[config.mk]
export PLATFORM = sky130hd
export DESIGN_NAME = div_unit
export DESIGN_NICKNAME = d
export VERILOG_FILES = /design/src/rtl/div_pkg.sv /design/src/rtl/div_step.sv /design/src/rtl/div_unit.sv
export SDC_FILE = /design/constraint.sdc
export NUM_CORES = 1
export LEC_CHECK = 0
export CORE_UTILIZATION = 42
export DETAILED_ROUTE_END_ITERATION = 6
export PLACE_DENSITY = 0.59
export SLEW_MARGIN = 5
export SYNTH_ARGS = -nofsm -noshare
export SYNTH_HDL_FRONTEND = slang
export SYNTH_SLANG_ARGS = --single-unit
export TNS_END_PERCENT = 1
[constraint.sdc]
create_clock -name clk -period 7.2 [get_ports clk]
set_input_delay 0.72 -clock clk [delete_from_list [all_inputs] [get_ports clk]]
set_output_delay 0.72 -clock clk [all_outputs]
set_load 0.01 [all_outputs]
[src/rtl/div_pkg.sv]
// Shared types and constants for the iterative divider.
package div_pkg;

    localparam int unsigned DEF_DATA_WIDTH = 32;

    // Counter width for a DATA_WIDTH-iteration divide (counts 0 .. DATA_WIDTH-1).
    function automatic int unsigned cnt_width(input int unsigned w);
        return (w <= 2) ? 1 : $clog2(w);
    endfunction

    localparam int unsigned DEF_CNT_WIDTH = cnt_width(DEF_DATA_WIDTH);

    typedef enum logic [1:0] {
        IDLE = 2'd0,
        BUSY = 2'd1,
        DONE = 2'd2
    } state_t;

endpackage

[src/rtl/div_step.sv]
// One restoring shift-subtract iteration: shift in a dividend bit, trial subtract, restore on borrow.
module div_step
    import div_pkg::*;
#(
    parameter int unsigned W = DEF_DATA_WIDTH
) (
    input  logic [W:0]   rem_in,
    input  logic         in_bit,
    input  logic [W-1:0] dvs,
    output logic [W:0]   rem_out,
    output logic         quo_bit
);

    logic [W+1:0] shifted;
    logic [W+1:0] diff;

    // Partial remainder is always below the divisor, so the shifted value never overflows W+2 bits.
    always_comb begin
        shifted = {rem_in, in_bit};
        diff    = shifted - {2'b00, dvs};
        quo_bit = ~diff[W+1];
        rem_out = quo_bit ? diff[W:0] : shifted[W:0];
    end

endmodule

[src/rtl/div_unit.sv]
// Iterative restoring divider, signed/unsigned, valid/ready on both sides.
module div_unit
    import div_pkg::*;
#(
    parameter int unsigned DATA_WIDTH = DEF_DATA_WIDTH
) (
    input  logic                  clk,
    input  logic                  rst,
    input  logic                  in_valid,
    output logic                  in_ready,
    input  logic [DATA_WIDTH-1:0] dividend,
    input  logic [DATA_WIDTH-1:0] divisor,
    input  logic                  is_signed,
    output logic                  out_valid,
    input  logic                  out_ready,
    output logic [DATA_WIDTH-1:0] quotient,
    output logic [DATA_WIDTH-1:0] remainder,
    output logic                  div_by_zero
);

    localparam int unsigned   W         = DATA_WIDTH;
    localparam int unsigned   CW        = cnt_width(DATA_WIDTH);
    localparam logic [CW-1:0] LAST_ITER = CW'(DATA_WIDTH - 1);

    state_t        state;
    state_t        state_next;

    logic [CW-1:0] iter_cnt;
    logic [W:0]    part_rem;
    logic [W-1:0]  dvd_shift;
    logic [W-1:0]  dvs_mag;
    logic [W-2:0]  quo_shift;
    logic          neg_quo;
    logic          neg_rem;

    logic [W:0]    rem_next;
    logic          quo_bit;
    logic [W-1:0]  quo_next;
    logic [W-1:0]  rem_mag;

    logic          accept;
    logic          dvs_zero;
    logic          last_iter;
    logic          dvd_neg;
    logic          dvs_neg;

    // Handshake and operand decode.
    assign dvd_neg   = is_signed & dividend[W-1];
    assign dvs_neg   = is_signed & divisor[W-1];
    assign accept    = (state == IDLE) & in_valid;
    assign dvs_zero  = (divisor == '0);
    assign last_iter = (iter_cnt == LAST_ITER);
    assign quo_next  = {quo_shift, quo_bit};
    assign rem_mag   = rem_next[W-1:0];

    // Handshake outputs are pure decodes of the state register; reset masks in_ready.
    assign in_ready  = (state == IDLE) & ~rst;
    assign out_valid = (state == DONE);

    div_step #(
        .W (W)
    ) u_step (
        .rem_in  (part_rem),
        .in_bit  (dvd_shift[W-1]),
        .dvs     (dvs_mag),
        .rem_out (rem_next),
        .quo_bit (quo_bit)
    );

    // State register.
    always_ff @(posedge clk or posedge rst) begin
        if (rst) begin
            state <= IDLE;
        end else begin
            state <= state_next;
        end
    end

    // Next-state logic; zero divisor skips the iteration phase entirely.
    always_comb begin
        state_next = state;
        case (state)
            IDLE: begin
                if (in_valid) begin
                    state_next = dvs_zero ? DONE : BUSY;
                end
            end
            BUSY: begin
                if (last_iter) begin
                    state_next = DONE;
                end
            end
            DONE: begin
                if (out_ready) begin
                    state_next = IDLE;
                end
            end
            default: state_next = IDLE;
        endcase
    end

    // Working registers: magnitudes and sign flags captured at accept, shifted once per BUSY cycle.
    always_ff @(posedge clk or posedge rst) begin
        if (rst) begin
            iter_cnt  <= '0;
            part_rem  <= '0;
            dvd_shift <= '0;
            dvs_mag   <= '0;
            quo_shift <= '0;
            neg_quo   <= 1'b0;
            neg_rem   <= 1'b0;
        end else if (accept) begin
            iter_cnt  <= '0;
            part_rem  <= '0;
            quo_shift <= '0;
            dvd_shift <= dvd_neg ? -dividend : dividend;
            dvs_mag   <= dvs_neg ? -divisor : divisor;
            neg_quo   <= dvd_neg ^ dvs_neg;
            neg_rem   <= dvd_neg;
        end else if (state == BUSY) begin
            iter_cnt  <= iter_cnt + CW'(1);
            part_rem  <= rem_next;
            dvd_shift <= {dvd_shift[W-2:0], 1'b0};
            quo_shift <= quo_next[W-2:0];
        end
    end

    // Result registers: loaded on DONE entry (sign-corrected) and held until the next result.
    always_ff @(posedge clk or posedge rst) begin
        if (rst) begin
            quotient    <= '0;
            remainder   <= '0;
            div_by_zero <= 1'b0;
        end else if (accept && dvs_zero) begin
            quotient    <= '1;
            remainder   <= dividend;
            div_by_zero <= 1'b1;
        end else if ((state == BUSY) && last_iter) begin
            quotient    <= neg_quo ? -quo_next : quo_next;
            remainder   <= neg_rem ? -rem_mag : rem_mag;
            div_by_zero <= 1'b0;
        end
    end

endmodule

==> results.json <==
{
  "outcome": "complete, no violations",
  "crit_slowest_cell": "ha_1",
  "rsz0062_at_grt": "false",
  "crit_path_frequent_cell": "ha_1",
  "regToRegEndpoint": "remainder[30]$_DFFE_PP0P_",
  "synth_xor_area_share_pct": 9.46,
  "via_per_inst": 5.59,
  "cts-root-buf": "clkbuf_16",
  "rrSetupSlack_ns": 1.64,
  "muxShareOfSynthArea_pct": 2.34,
  "nNetsFinal": 1797,
  "synth-main-ff-cell": "dfrtp_1",
  "worst_clock_skew_ns": 0.0177,
  "slew_violations": 0,
  "postCtsResizedCells": 0,
  "setup-tns-final_ns": 0,
  "synth_nets": 1730,
  "antenna_found_initial": 0,
  "critPathMaxStageDelay_ns": 0.49,
  "crit_arrival_ns": 5.94,
  "firstDrtPassIters": 5,
  "diodes": 0,
  "areaGrowthSynthToFinish_pct": 16.2,
  "yosysWarnings": 0,
  "hold_path.class": "flop to flop",
  "hold_path_depth": 2,
  "grt_pass1_wl_um": 59600,
  "ys_seq_area_share_pct": 37.7,
  "critPathMaxFanout": 8,
  "cts_num_sinks": 202,
  "layout_commonest_cell": "nand2_1",
  "layout_setup_ws_ns": 1.64,
  "syn_area_sq_um": 13400,
  "relSlewSlack_pct": 28.1,
  "rows": 65,
  "hold_viol": 0,
  "cp.required_ns": 7.58,
  "rr_worst_depth": 21,
  "io_pins": 136,
  "routedWlPerCell_um": 17.3,
  "cts_max_level": 1,
  "fin_cells": 2105,
  "cp-startpoint": "part_rem[2]$_DFFE_PP0P_",
  "globalplace.congestion": 0.910,
  "place_ws_ns": 1.69,
  "synth_cell_types": 92,
  "io_buffers": 135,
  "die_area_sq_um": 32700,
  "min_from": "dvs_mag[10]$_DFFE_PP0P_",
  "synth-adder-area-share_pct": 3.69,
  "synth_area_per_cell_sq_um": 8.27,
  "initial_utilization_pct": 42.6,
  "cp-start-kind": "flop",
  "p_leak_nw": 6.51,
  "worst_pin_slew_ns": 1.08,
  "clk_pin_slew_ns": 0.06,
  "powerDensity_nw_per_um2": 556,
  "core_sq_um": 31500,
  "synth_edf_count": 0,
  "irDropWorstVdd_mv": 0.282,
  "cts_tree": "yes",
  "max_freq_mhz": 180,
  "grt_max_degree": 131,
  "placedCellCount": 2065,
  "grt_pass1_vias": 10934,
  "setup_viol": 0,
  "ant_nets": 0,
  "dpl.hpwl_um": 25900,
  "synth_compound_area_share_pct": 21.8,
  "yosys.area_share.simple_pct": 19.4,
  "grt_overflow": 0,
  "post-route-period-util_pct": 77.2,
  "postCtsSetupBuffers": 0,
  "postCtsHoldBufs": 0,
  "ys_ff_latch": 202,
  "drtIter0Drc": 880,
  "wirelength_um": 36400,
  "mostFrequentLayoutCells": "nand2_1 (236), dfrtp_1 (202), o21ai_0 (190), clkdlybuf4s50_1 (135), nor2_1 (116)",
  "period_needed_ns": 5.56,
  "end_kind": "flop",
  "die_h_um": 181,
  "synthArstFlopShare_pct": 100,
  "cts-buffers-inserted": 24,
  "path_cells": "ha_1 > o2111ai_2 > a211oi_2 > nor3_1 > nand4b_1 > a21oi_2 > nor2_4 > inv_2 > mux2i_1 > ha_1 > and4_2 > o31a_1 > a311oi_1 > nor2_1 > nor4b_1 > nand3_1 > nor3b_1 > o221ai_1 > o31ai_1 > xnor2_1 > o21ai_1",
  "synthCells": 1622,
  "drc": 0,
  "drive_above_1_share_pct": 5.28,
  "clock_latency_ns": 0.53,
  "track_usage_pct": 22.2,
  "die_w_um": 181,
  "path_class": "flop to flop",
  "synth_top_family_by_area": "compound AO/OA/AOI/OAI gates",
  "endpoint": "remainder[30]$_DFFE_PP0P_",
  "fillers": 3018,
  "clockBufferDepth": 3,
  "drv_cap": 0,
  "regToRegStartpoint": "part_rem[2]$_DFFE_PP0P_",
  "vias": 11767
}
==> synthesized netlist by cell type (9+ instances only) <==
cell      instances  area [sq um]
a22oi_1          23           173
nand2_1         237           890
buf_2            12          60.1
nand3_1          52           260
xor2_1           82           718
nand2b_1         11          68.8
and2_1            9          56.3
a21oi_1          96           480
or3_1            13          81.3
nor3_1           33           165
mux2i_1          28           280
o31ai_1          26           195
a31oi_1          44           275
inv_1            60           225
nand4_1          11          68.8
o41ai_1          11          96.3
o21ai_1          11          55.1
clkbuf_1         70           263
and3_1           14          87.6
dfrtp_1         202          5050
nor2_1          116           435
xnor2_1          63           552
a21o_1           13          97.6
o21ai_0         190           951
or4_1            11          82.6
ha_1             38           475
==> where the power goes <==
group	leakage (nW)	total, W	internal, W	switching (W)
clock	0.361	0.00115	0.000671	0.000479
sequential	2.57	0.00213	0.00166	0.000475
combinational	3.58	0.00538	0.00218	0.00320
==> stage by stage <==
step           hold WS (ns)  utilization, %  area, sq um  power (W)
3_5_place_dp          0.468            47.2        14900    0.00747
3_3_place_gp          0.461            47.2        14900    0.00742
2_1_floorplan         0.449               -        13400    0.00611
4_1_cts               0.481            49.6        15600    0.00866
6_report              0.474            49.6        15600    0.00867
5_1_grt               0.499            49.6        15600    0.00941
==> flip-flops by register name, indices dropped and copies added (netlist names) <==
register     count
dvs_mag         32
state            2
remainder       32
neg_rem          1
neg_quo          1
dvd_shift       32
iter_cnt         5
div_by_zero      1
part_rem        33
quotient        32
quo_shift       31
==> cells by family (layout without fill, tap and decap cells) <==
group | Yosys count | count (layout)
compound gates | 482 | 482
flops | 202 | 202
xor+xnor | 145 | 145
mux | 31 | 31
buf+inv | 166 | 247
fa+ha+maj | 39 | 39
simple gates | 557 | 557
==> area by class of cell <==
type / instances / area, sq um / area share (%)
clock buffers: 36 / 706 / 4.52
clock inverters: 4 / 33.8 / 0.217
inverters: 61 / 236 / 1.52
multi-input cells: 1254 / 7630 / 48.9
flip-flops and latches: 202 / 5050 / 32.4
well taps: 402 / 503 / 3.23
repair buffers: 146 / 1430 / 9.19
==> critical path: cells and delay by family, from the launching register on <==
family / cells / cell delay, ns
AOI/OAI and AO/OA: 8 / 1.83
and+or+nand+nor: 8 / 1.80
adders and majority gates: 2 / 0.78
DFF: 1 / 0.44
muxes: 1 / 0.29
xor gates and xnor gates: 1 / 0.16
buffers and inverters: 1 / 0.12
==> how the worst min path moves through the flow <==
stage	endpoint	slack (ns)
global placement	dvs_mag[21]$_DFFE_PP0P_	0.46
detailed placement	div_by_zero$_DFFE_PP0P_	0.47
floorplan	iter_cnt[3]$_DFFE_PP0P_	0.45
CTS	div_by_zero$_DFFE_PP0P_	0.48
global route	dvs_mag[10]$_DFFE_PP0P_	0.50
finish	dvs_mag[10]$_DFFE_PP0P_	0.47
==> metal layers <==
| layer | up-vias | track usage, % | share of wire, % |
|---|---|---|---|
| met4 | 0 | 3.21 | 0.89 |
| met1 | 5593 | 34.1 | 52 |
| met5 | - | 0 | 0 |
| li1 | 5860 | - | - |
| met2 | 286 | 33.6 | 43 |
| met3 | 28 | 2.98 | 4.8 |
Note: power is estimated with default switching activity, not from simulation.
